<file path="config.mk">
export PLATFORM = sky130hd
export DESIGN_NAME = snoop_txn_controller
export DESIGN_NICKNAME = d
export VERILOG_FILES = /design/src/rtl/snoop_txn_controller.sv
export SDC_FILE = /design/constraint.sdc
export NUM_CORES = 1
export LEC_CHECK = 0
export CAP_MARGIN = 15
export CORE_MARGIN = 5
export CORE_UTILIZATION = 43
export CTS_CLUSTER_DIAMETER = 30
export CTS_CLUSTER_SIZE = 40
export DETAILED_ROUTE_END_ITERATION = 10
export PLACE_DENSITY = 0.91
export SETUP_SLACK_MARGIN = 0.1
export SYNTH_ARGS = -nofsm -noshare
export SYNTH_HDL_FRONTEND = slang
export SYNTH_SLANG_ARGS = --single-unit
export TNS_END_PERCENT = 1
</file>
<file path="constraint.sdc">
create_clock -name clk -period 4.28 [get_ports clk]
set_input_delay 0.642 -clock clk [delete_from_list [all_inputs] [get_ports clk]]
set_output_delay 0.642 -clock clk [all_outputs]
set_load 0.01 [all_outputs]
</file>
<file path="src/rtl/snoop_txn_controller.sv">
// Per-transaction MOESI snoop sequencer: broadcasts one granted request, gathers
// per-core acks, selects owner-cache or memory as data source, and reports one completion.
module snoop_txn_controller #(
    parameter int NUM_CORES      = 4,
    parameter int ADDR_WIDTH     = 64,
    parameter int TIMEOUT_CYCLES = 64
) (
    input  logic                  clk,
    input  logic                  rst_n,
    input  logic                  i_req_valid,
    output logic                  o_req_ready,
    input  logic [1:0]            i_req_core,
    input  logic [1:0]            i_req_type,
    input  logic [ADDR_WIDTH-1:0] i_req_addr,
    output logic                  o_snp_valid,
    output logic [1:0]            o_snp_type,
    output logic [ADDR_WIDTH-1:0] o_snp_addr,
    output logic [1:0]            o_snp_src,
    input  logic [NUM_CORES-1:0]  i_snp_ack,
    input  logic [NUM_CORES-1:0]  i_snp_shared,
    input  logic [NUM_CORES-1:0]  i_snp_owner,
    input  logic                  i_c2c_done,
    output logic                  o_mem_req_valid,
    input  logic                  i_mem_req_ready,
    output logic                  o_mem_req_write,
    output logic [ADDR_WIDTH-1:0] o_mem_req_addr,
    input  logic                  i_mem_resp_valid,
    output logic                  o_done_valid,
    output logic [1:0]            o_done_core,
    output logic                  o_done_shared,
    output logic                  o_done_from_cache,
    output logic                  o_done_error,
    output logic                  o_busy
);
    localparam int TW = $clog2(TIMEOUT_CYCLES + 1);
    localparam logic [1:0] T_RD   = 2'b00;
    localparam logic [1:0] T_UPGR = 2'b10;
    localparam logic [1:0] T_WB   = 2'b11;

    typedef enum logic [2:0] {
        S_IDLE, S_SNOOP, S_COLLECT, S_MEM_REQ, S_MEM_WAIT, S_C2C_WAIT, S_DONE
    } state_t;

    state_t                  r_state, w_state_nxt;
    logic [1:0]              r_core, r_type;
    logic [ADDR_WIDTH-1:0]   r_addr;
    logic [NUM_CORES-1:0]    r_ack, r_shared, r_owner;
    logic [TW-1:0]           r_tmo;
    logic                    r_err, r_fc;

    logic [NUM_CORES-1:0]    w_src_bit, w_ack_eff;
    logic [NUM_CORES-1:0]    w_ack_new, w_shared_new, w_owner_new;
    logic                    w_complete, w_multi_owner, w_expire, w_waiting;
    logic                    w_err_nxt, w_fc_nxt, w_tmo_clr;

    // Requester's own ack/flags never count toward completion or data source.
    assign w_src_bit     = {{(NUM_CORES-1){1'b0}}, 1'b1} << r_core;
    assign w_ack_eff     = i_snp_ack & ~w_src_bit;
    assign w_ack_new     = r_ack | w_ack_eff;
    assign w_shared_new  = r_shared | (w_ack_eff & i_snp_shared);
    assign w_owner_new   = r_owner | (w_ack_eff & i_snp_owner);
    assign w_complete    = ((w_ack_new | w_src_bit) == {NUM_CORES{1'b1}});
    assign w_multi_owner = ((w_owner_new & (w_owner_new - 1'b1)) != '0);
    // Expiry fires in the cycle whose increment would reach the limit.
    assign w_expire      = (r_tmo >= TW'(TIMEOUT_CYCLES - 1));
    assign w_waiting     = (r_state == S_COLLECT) || (r_state == S_MEM_REQ) ||
                           (r_state == S_MEM_WAIT) || (r_state == S_C2C_WAIT);

    always_comb begin
        w_state_nxt = r_state;
        w_err_nxt   = 1'b0;
        w_fc_nxt    = 1'b0;
        w_tmo_clr   = 1'b0;
        case (r_state)
            S_IDLE:  if (i_req_valid) w_state_nxt = S_SNOOP;
            S_SNOOP: begin
                w_state_nxt = S_COLLECT;
                w_tmo_clr   = 1'b1;
            end
            S_COLLECT: begin
                if (w_complete) begin
                    if (w_multi_owner) begin
                        w_state_nxt = S_DONE;
                        w_err_nxt   = 1'b1;
                    end else if (r_type == T_UPGR) begin
                        w_state_nxt = S_DONE;
                    end else if (r_type != T_WB && w_owner_new != '0) begin
                        w_state_nxt = S_C2C_WAIT;
                        w_tmo_clr   = 1'b1;
                    end else begin
                        w_state_nxt = S_MEM_REQ;
                        w_tmo_clr   = 1'b1;
                    end
                end else if (w_expire) begin
                    w_state_nxt = S_DONE;
                    w_err_nxt   = 1'b1;
                end
            end
            S_MEM_REQ: begin
                if (i_mem_req_ready) begin
                    w_state_nxt = S_MEM_WAIT;
                end else if (w_expire) begin
                    w_state_nxt = S_DONE;
                    w_err_nxt   = 1'b1;
                end
            end
            S_MEM_WAIT: begin
                if (i_mem_resp_valid) begin
                    w_state_nxt = S_DONE;
                end else if (w_expire) begin
                    w_state_nxt = S_DONE;
                    w_err_nxt   = 1'b1;
                end
            end
            S_C2C_WAIT: begin
                if (i_c2c_done) begin
                    w_state_nxt = S_DONE;
                    w_fc_nxt    = 1'b1;
                end else if (w_expire) begin
                    w_state_nxt = S_DONE;
                    w_err_nxt   = 1'b1;
                end
            end
            S_DONE:  w_state_nxt = S_IDLE;
            default: w_state_nxt = S_IDLE;
        endcase
    end

    always_ff @(posedge clk or negedge rst_n) begin
        if (!rst_n) begin
            r_state  <= S_IDLE;
            r_core   <= '0;
            r_type   <= '0;
            r_addr   <= '0;
            r_ack    <= '0;
            r_shared <= '0;
            r_owner  <= '0;
            r_tmo    <= '0;
            r_err    <= 1'b0;
            r_fc     <= 1'b0;
        end else begin
            r_state <= w_state_nxt;
            if (r_state == S_IDLE && i_req_valid) begin
                r_core   <= i_req_core;
                r_type   <= i_req_type;
                r_addr   <= i_req_addr;
                r_ack    <= '0;
                r_shared <= '0;
                r_owner  <= '0;
            end
            if (r_state == S_COLLECT) begin
                r_ack    <= w_ack_new;
                r_shared <= w_shared_new;
                r_owner  <= w_owner_new;
            end
            if (w_tmo_clr) begin
                r_tmo <= '0;
            end else if (w_waiting && r_tmo != TW'(TIMEOUT_CYCLES)) begin
                r_tmo <= r_tmo + TW'(1);
            end
            if (w_state_nxt == S_DONE) begin
                r_err <= w_err_nxt;
                r_fc  <= w_fc_nxt;
            end
        end
    end

    assign o_req_ready       = (r_state == S_IDLE);
    assign o_busy            = (r_state != S_IDLE);
    assign o_snp_valid       = (r_state == S_SNOOP);
    assign o_snp_type        = r_type;
    assign o_snp_addr        = r_addr;
    assign o_snp_src         = r_core;
    assign o_mem_req_valid   = (r_state == S_MEM_REQ);
    assign o_mem_req_write   = ((r_state == S_MEM_REQ) || (r_state == S_MEM_WAIT)) && (r_type == T_WB);
    assign o_mem_req_addr    = r_addr;
    assign o_done_valid      = (r_state == S_DONE);
    assign o_done_core       = r_core;
    assign o_done_shared     = (r_state == S_DONE) && (r_type == T_RD) && ((r_shared | r_owner) != '0);
    assign o_done_from_cache = (r_state == S_DONE) && r_fc;
    assign o_done_error      = (r_state == S_DONE) && r_err;

endmodule

</file>
==> results of run 1 <==
==> through the flow <==
stage	hold WS, ps	utilization	instance area, um2
finish	338	0.643	6550
global route	398	0.643	6550
CTS	366	0.643	6550
detailed placement	479	0.622	6330
global placement	479	0.622	6330
floorplan	346	-	4420
==> critical path: cells and delay by family (launching register included) <==
family / cells / cell delay (ps)
simple gates: 3 / 780
buf+inv: 1 / 490
flops: 1 / 410
==> path summary, 6_finish.rpt <==
check | to | slack [ps] | from | cells after the start
max in group asynchronous | o_done_core[0]$_DFFE_PN0P_ | 3000 | rst_n | 2
hold / removal | r_state[1]$_DFF_PN0_ | 340 | rst_n | 1
setup / recovery | o_done_shared | 1610 | r_owner[1]$_DFFE_PN0P_ | 4
min in group clk | o_mem_req_addr[44]$_DFFE_PN0P_ | 510 | o_mem_req_addr[44]$_DFFE_PN0P_ | 2
hold reg to reg | o_mem_req_addr[44]$_DFFE_PN0P_ | 510 | o_mem_req_addr[44]$_DFFE_PN0P_ | 2
setup reg to reg | o_mem_req_addr[5]$_DFFE_PN0P_ | 1820 | r_state[0]$_DFF_PN0_ | 5
==> registers in the layout, summed over array words and instances (netlist names) <==
signal,count
r_shared,4
o_snp_type,2
o_mem_req_addr,64
r_fc,1
r_ack,4
o_done_core,2
r_state,3
r_err,1
r_tmo,7
r_owner,4
==> metal layers <==
metal	part of all wire	GRT usage	vias to the layer above
met5	0	0	-
met4	0.016	0.0689	0
met3	0.073	0.0587	21
met2	0.51	0.364	195
met1	0.40	0.247	1865
li1	-	-	1886
==> area by class of cell <==
class / instances / share of cell area
Sequential cell: 92 / 0.351
Timing Repair Buffer: 231 / 0.351
Multi-Input combinational cell: 335 / 0.235
Tap cell: 136 / 0.0260
Clock buffer: 11 / 0.0231
Clock inverter: 5 / 0.0103
Inverter: 5 / 0.00286
==> where the power goes <==
part / total (mW) / internal (mW) / leakage, nW / switching (mW)
clock: 0.621 / 0.311 / 0.112 / 0.311
combinational: 2.61 / 1.41 / 1.78 / 1.20
sequential: 1.65 / 1.26 / 1.16 / 0.385
total: 4.88 / 2.98 / 3.06 / 1.90
==> Yosys cell counts (all sizes together), types with 3 or more instances <==
master | instances | area, um2
buf | 68 | 504
or2 | 3 | 18.8
a31oi | 6 | 37.5
nor2 | 36 | 135
nor3 | 4 | 20.0
nand4 | 4 | 25.0
a21oi | 11 | 55.1
nand2b | 6 | 37.5
nor2b | 3 | 18.8
and2 | 3 | 18.8
and3 | 3 | 18.8
dfrtp | 92 | 2300
o21ai | 5 | 28.8
clkbuf | 16 | 60.1
xor2 | 4 | 35.0
inv | 5 | 18.8
nand2 | 213 | 800
==> placed cells by master, fill, tap and decap left out, types with 5 or more instances in the layout <==
| cell type | synthesis | final |
|---|---|---|
| clkdlybuf4s50_1 | 0 | 227 |
| nand2_1 | 213 | 212 |
| dfrtp_1 | 92 | 92 |
| nor2_1 | 36 | 36 |
| a21oi_1 | 11 | 11 |
| clkbuf_8 | 0 | 11 |
| nand2b_1 | 6 | 6 |
| a31oi_1 | 6 | 6 |
| inv_1 | 5 | 5 |
==> kinds of logic (layout without fill, tap and decap cells) <==
family	Yosys count	in the layout
buffers and inverters	89	252
adder cells (fa/ha/maj)	3	3
XOR/XNOR	6	6
AO/OA/AOI/OAI	43	43
AND/OR/NAND/NOR	283	283
flip-flops	92	92
==> results.sh, run 1 <==
export IMPL_grt_setup_unrepaired="false"
export IMPL_max_stage_delay_ps=560
export IMPL_area_sequential_um2=2300
export IMPL_cts_tree="yes"
export IMPL_drt_iter0_drc=215
export IMPL_grt_max_degree=71
export IMPL_yosys_warnings=0
export IMPL_worst_ep_arrival_time_ps=2030
export IMPL_dr_pass1_iters=4
export IMPL_cts_sinks=92
export IMPL_min_period_over_period=0.623
export IMPL_worst_hold_path_type="in -> async"
export IMPL_dieWidth_um=111
export IMPL_synthCells=516
export IMPL_clk_latency_ps=340
export IMPL_io_buffers=228
export IMPL_grt_pass1_vias=4357
export IMPL_final_cells=815
export IMPL_ir_worst_vdd_mv=0.411
export IMPL_p_per_area_nw_per_um2=745
export IMPL_synthesis_nets=604
export IMPL_placeable_core_area_um2=10200
export IMPL_cp_end_kind="primary output"
export IMPL_area_growth_pct=48.2
export IMPL_synth_edff_count=0
export IMPL_num_vias=3967
export IMPL_cts_inserted_buffers=9
export IMPL_synth_async_reset_ratio=1.00
export IMPL_final_nets=762
export IMPL_synthFlopType="dfrtp_1"
export IMPL_post_drt_via_cell_ratio=4.87
export IMPL_hpwl_um=9830
export IMPL_post_cts_setup_buffers=0
export IMPL_timing_final_ws_setup_ps=1610
export IMPL_syn_area_per_cell_um2=8.57
export IMPL_post_synth_fa_ha_maj_area_fraction=0.00821
export IMPL_final_antenna_net_count=0
export IMPL_h_tree_depth=3
export IMPL_final_setup_skew_ps=9.61
export IMPL_dp_cells=799
export IMPL_relSlewSlack=0.522
export IMPL_filler_cell_count=818
export IMPL_critical_path_peak_fanout=3
export IMPL_pre_cts_slack_ps=1510
export IMPL_drt_wirelength_per_cell_um=15.8
export IMPL_p_leak_nw=3.06
export IMPL_die_area_um2=12400
export IMPL_drive_gt1_frac=0.0427
export IMPL_seq_area_frac_synth=0.521
export IMPL_cts_root_buf="clkbuf_8"
export IMPL_cts_hold_repair_buffers=0
export IMPL_max_freq_ghz=0.375
export IMPL_worstSetupStartpointType="register"
export IMPL_groute_usage_overall=0.208
export IMPL_fin_setup_tns_ps=0
export IMPL_synth_simple_gate_area_share=0.260
export IMPL_insertedDiodeCount=0
export IMPL_initial_core_util=0.434
export IMPL_setup_viols_final=0
export IMPL_num_rows=37
export IMPL_synth_xor_area_share=0.0119
export IMPL_post_synth_mux_area_share=0
export IMPL_worst_endpoint_required_ps=3640
export IMPL_top_level_ports=229
export IMPL_finalWeightedCongestion=0.883
export IMPL_report_final_slew_viol_count=0
export IMPL_crit_path_category="reg -> out"
export IMPL_post_synth_num_cell_types=49
export IMPL_timing_critical_path_slowest_stage_cell="or4_1"
export IMPL_ctsResizeCount=0
export IMPL_crit_path_cell_trace="or4_1, nor3_1, nor4b_1, clkdlybuf4s50_1"
export IMPL_antenna_found_initial=0
export IMPL_finalCriticalPeriod_ps=2670
export IMPL_synth_top_family_by_area="simple AND/OR/NAND/NOR gates"
export IMPL_clk_path_buf_depth=2
export IMPL_globalRouteOverflowTotal=0
export IMPL_die_h_um=111
export IMPL_tightestPinTransition_ps=718
export IMPL_final_hold_viol_count=0
export IMPL_multi_input_area_um2=1540
export IMPL_drt_total_wl_um=12900
export IMPL_clk_pin_slew_worst_paths_ps=90
export IMPL_post_route_drc_count=0
export IMPL_yosys_register_bits=92
export IMPL_maxCapViolCount=0
export IMPL_grt_pass1_wl_um=21400
export IMPL_run_status="complete, no violations"
export IMPL_syn_area_um2=4420
export IMPL_synth_compound_area_share=0.0671
export IMPL_total_power_mw=4.88
(Power assumes the default switching activity.)
==> run 2, diff against run 1 <==
Settings changed: CORE_UTILIZATION 43 to 40, PLACE_DENSITY 0.91 to 0.86.
Clock period 4.28 ns to 2.5 ns, I/O delays scaled along.
==> results.sh, run 2 (synthesis gave the netlist of run 1 again) <==
export IMPL_cts_sinks=92
export IMPL_final_setup_skew_ps=15.6
export IMPL_largest_reg_flops=64
export IMPL_cts_inserted_buffers=9
export IMPL_critical_path_peak_fanout=8
export IMPL_min_period_over_period=0.922
export IMPL_dieWidth_um=115
export IMPL_mostFrequentLayoutCell="clkdlybuf4s50_1"
export IMPL_pre_cts_slack_ps=8.02
export IMPL_initial_core_util=0.408
export IMPL_worst_hold_path_type="reg -> reg"
export IMPL_post_route_drc_count=0
export IMPL_maxCapViolCount=0
export IMPL_report_final_slew_viol_count=0
export IMPL_drt_total_wl_um=12800
export IMPL_cts_tree="yes"
export IMPL_num_vias=3988
export IMPL_clk_pin_slew_worst_paths_ps=80
export IMPL_drt_iter0_drc=200
export IMPL_grt_setup_unrepaired="true"
export IMPL_globalRouteOverflowTotal=0
export IMPL_final_nets=765
export IMPL_hpwl_um=9780
export IMPL_post_drt_via_cell_ratio=4.85
export IMPL_run_status="complete, no violations"
export IMPL_p_leak_nw=3.08
export IMPL_fin_setup_tns_ps=0
export IMPL_utilization=0.611
export IMPL_grt_pass1_wl_um=20500
export IMPL_final_cell_mix="226 x clkdlybuf4s50_1, 212 x nand2_1, 92 x dfrtp_1"
export IMPL_placeable_core_area_um2=10800
export IMPL_insertedDiodeCount=0
export IMPL_dr_pass1_iters=5
export IMPL_final_antenna_net_count=0
export IMPL_timing_final_ws_setup_ps=195
export IMPL_finalCriticalPeriod_ps=2300
export IMPL_relSlewSlack=0.636
export IMPL_setup_viols_final=0
export IMPL_crit_path_category="reg -> out"
export IMPL_post_cts_setup_buffers=0
export IMPL_worst_endpoint_required_ps=2120
export IMPL_cp_end_kind="primary output"
export IMPL_grt_max_degree=58
export IMPL_groute_usage_overall=0.193
export IMPL_worst_ep_arrival_time_ps=1930
export IMPL_die_h_um=115
export IMPL_p_per_area_nw_per_um2=1280
export IMPL_ir_worst_vdd_mv=0.784
export IMPL_cts_root_buf="clkbuf_8"
export IMPL_finalWeightedCongestion=0.945
export IMPL_h_tree_depth=3
export IMPL_final_hold_viol_count=0
export IMPL_io_buffers=228
export IMPL_num_rows=38
export IMPL_drive_gt1_frac=0.0484
export IMPL_clk_path_buf_depth=2
export IMPL_area_growth_pct=49.7
export IMPL_antenna_found_initial=0
export IMPL_drt_wirelength_per_cell_um=15.5
export IMPL_top_level_ports=229
export IMPL_clk_latency_ps=360
export IMPL_tightestPinTransition_ps=544
export IMPL_max_freq_ghz=0.434
export IMPL_grt_pass1_vias=4213
export IMPL_worstSetupStartpointType="register"
export IMPL_die_area_um2=13300
run 2: final cells by class:
cell class / instances / area, um2
sequential: 92 / 2300
clock buffer: 13 / 169
multi-input combinational: 335 / 1550
fill: 911 / 4220
timing repair buffer: 234 / 2340
tap: 140 / 175
clock inverter: 3 / 67.6
inverter: 5 / 18.8
run 2: power by group:
part	internal [mW]	leakage (nW)	switching (mW)
sequential	2.16	1.16	0.644
clock	0.646	0.116	0.505
combinational	2.44	1.81	2.05
run 2: worst max-delay path, cell delays in order (launching register included):
cell and delay, ps:
dfrtp_1 450, nand2b_2 280, nor2_2 150, o211a_1 150
clkdlybuf4s50_1 560
run 2: through the flow:
step / hold slack (ps) / power, mW / instances / instance area, um2
global placement: 358 / 7.20 / 805 / 6370
finish: 498 / 8.45 / 822 / 6620
floorplan: 79.4 / 5.22 / 516 / 4420
global route: 506 / 9.07 / 822 / 6620
CTS: 499 / 8.54 / 822 / 6610
detailed placement: 368 / 7.33 / 805 / 6370
run 2: final timing paths:
| kind | slack [ps] | startpoint | end | cells past startpoint |
|---|---|---|---|---|
| max | 200 | r_state[1]$_DFF_PN0_ | o_mem_req_write | 4 |
| min | 500 | r_fc$_DFFE_PN0N_ | r_fc$_DFFE_PN0N_ | 1 |
| max reg2reg | 310 | r_state[2]$_DFF_PN0_ | r_err$_DFFE_PN0N_ | 6 |
| min reg2reg | 500 | r_fc$_DFFE_PN0N_ | r_fc$_DFFE_PN0N_ | 1 |
| max in group asynchronous | 1310 | rst_n | o_mem_req_addr[10]$_DFFE_PN0P_ | 3 |
| min in group asynchronous | 520 | rst_n | o_mem_req_addr[24]$_DFFE_PN0P_ | 2 |
run 2: timing repair:
action                     in CTS  in global routing
hold endpoints to repair       35                  0
gates cloned                    0                  0
resized for setup               1                  3
hold buffers                    1                  0
setup endpoints to repair       2                  3
run 2: per-layer routing:
layer,global-route usage,part of all wire
met2,0.318,0.50
met1,0.240,0.40
met3,0.0626,0.083
met5,0,0
met4,0.0665,0.016
==> run 3, diff against run 2 <==
Settings changed: CELL_PAD_IN_SITES_DETAIL_PLACEMENT from default to 0, CELL_PAD_IN_SITES_GLOBAL_PLACEMENT from default to 1, CORE_UTILIZATION 40 to 28.
==> results.sh, run 3 (synthesis gave the netlist of run 1 again) <==
export IMPL_run_status="complete, no violations"
export IMPL_drt_iter0_drc=139
export IMPL_final_hold_viol_count=0
export IMPL_p_leak_nw=3.11
export IMPL_clk_pin_slew_worst_paths_ps=60
export IMPL_report_final_slew_viol_count=0
export IMPL_maxCapViolCount=0
export IMPL_cts_root_buf="clkbuf_16"
export IMPL_reg2reg_to="r_tmo[5]$_DFFE_PN0P_"
export IMPL_worst_ep_arrival_time_ps=1970
export IMPL_setup_viols_final=0
export IMPL_dr_pass1_iters=5
export IMPL_mostFrequentLayoutCell="clkdlybuf4s50_1"
export IMPL_relSlewSlack=0.624
export IMPL_antenna_found_initial=0
export IMPL_drive_gt1_frac=0.0527
export IMPL_grt_pass1_vias=3979
export IMPL_clk_latency_ps=340
export IMPL_final_cell_mix="227 x clkdlybuf4s50_1, 212 x nand2_1, 91 x dfrtp_1"
export IMPL_final_antenna_net_count=0
export IMPL_die_h_um=136
export IMPL_worst_hold_path_type="in -> async"
export IMPL_regToRegSetupSlack_ps=330
export IMPL_crit_reg2reg_launch="o_done_core[0]$_DFFE_PN0P_"
export IMPL_initial_core_util=0.281
export IMPL_grt_pass1_wl_um=20600
export IMPL_crit_path_cell_trace="or4_1, nor3_2, nor4b_1, clkdlybuf4s50_1"
export IMPL_min_period_over_period=0.939
export IMPL_startpoint="r_owner[1]$_DFFE_PN0P_"
export IMPL_reg2reg_depth=7
export IMPL_hpwl_um=9550
export IMPL_cts_inserted_buffers=9
export IMPL_post_route_drc_count=0
export IMPL_tightestPinTransition_ps=564
export IMPL_insertedDiodeCount=0
export IMPL_critical_path_peak_fanout=3
export IMPL_num_vias=3802
export IMPL_p_per_area_nw_per_um2=1260
export IMPL_cp_end_kind="primary output"
export IMPL_area_growth_pct=53.1
export IMPL_num_rows=46
export IMPL_max_stage_delay_ps=540
export IMPL_cts_sinks=92
export IMPL_worst_endpoint_required_ps=2120
export IMPL_globalRouteOverflowTotal=0
export IMPL_timing_critical_path_slowest_stage_cell="or4_1"
export IMPL_dieWidth_um=136
export IMPL_cp_endpoint="o_done_shared"
export IMPL_placeable_core_area_um2=15700
export IMPL_finalCriticalPeriod_ps=2350
export IMPL_final_nets=766
export IMPL_ir_worst_vdd_mv=0.582
export IMPL_finalWeightedCongestion=0.831
export IMPL_groute_usage_overall=0.143
export IMPL_fin_hold_ws_ps=27.9
export IMPL_grt_max_degree=53
export IMPL_drt_wirelength_per_cell_um=14.5
export IMPL_top_level_ports=229
export IMPL_io_buffers=228
export IMPL_post_cts_setup_buffers=0
export IMPL_grt_setup_unrepaired="true"
export IMPL_drt_total_wl_um=13000
export IMPL_clk_path_buf_depth=2
export IMPL_crit_path_category="reg -> out"
export IMPL_die_area_um2=18400
export IMPL_max_freq_ghz=0.426
export IMPL_worstSetupStartpointType="register"
export IMPL_post_drt_via_cell_ratio=4.23
export IMPL_cts_tree="yes"
export IMPL_fin_setup_tns_ps=0
export IMPL_final_setup_skew_ps=7.64
export IMPL_largest_reg_flops=64
export IMPL_h_tree_depth=3
-- run 3: changes by cell type in the layout (fill, tap and decap cells not counted), moves of 2 or more --
cell | previous run | this run
clkinv_2 | 0 | 2
buf_4 | 5 | 7
clkbuf_16 | 0 | 9
bufinv_16 | 2 | 0
clkbuf_8 | 12 | 1
-- run 3: how the worst min path moves through the flow --
| stage | start | end | slack (ps) | cells after the start |
|---|---|---|---|---|
| 6_report | rst_n | o_snp_type[1]$_DFFE_PN0P_ | 30 | 1 |
| 2_1_floorplan | rst_n | o_done_core[0]$_DFFE_PN0P_ | 80 | 0 |
| 3_3_place_gp | rst_n | r_shared[3]$_DFFE_PN0P_ | 400 | 1 |
| 4_1_cts | rst_n | o_snp_type[1]$_DFFE_PN0P_ | 50 | 1 |
| 3_5_place_dp | rst_n | o_snp_type[1]$_DFFE_PN0P_ | 410 | 1 |
| 5_1_grt | rst_n | o_snp_type[1]$_DFFE_PN0P_ | 70 | 1 |
-- run 3: repair_timing --
action,CTS,global route
cloned,0,0
hold buffers,0,0
pin swaps,0,0
resized for setup,1,3
endpoints found under the setup margin,1,4
-- run 3: area by class of cell --
cell class / instances / area, um2
fill: 1574 / 8940
timing repair buffer: 235 / 2340
sequential: 92 / 2300
multi-input combinational: 335 / 1550
tap: 216 / 270
clock buffer: 11 / 243
clock inverter: 5 / 35.0
inverter: 5 / 18.8
-- run 3: power breakdown --
part / internal (mW) / switching (mW)
clock network: 0.704 / 0.576
logic: 2.46 / 2.00
registers: 2.16 / 0.654
-- run 3: metrics by stage --
stage,worst slack [ps],cell area (um2),instances,power [mW],util
floorplan,558,4420,516,5.22,-
global placement,105,6480,883,7.28,0.412
finish,152,6770,899,8.55,0.431
global route,4.94,6770,899,9.22,0.431
CTS,117,6760,899,8.68,0.430
detailed placement,98.1,6480,883,7.33,0.412
-- run 3: metal layers --
layer	track usage	part of all wire	vias up
met2	0.221	0.47	143
met3	0.0498	0.083	15
li1	-	-	1898
met5	0	0	-
met4	0.0498	0.015	0
met1	0.186	0.43	1746
-- run 3: critical path: cells and delay by family (launching register included) --
kind	cells	cell delay (ps)
buffers and inverters	1	490
AND/OR/NAND/NOR	3	750
flip-flops	1	400
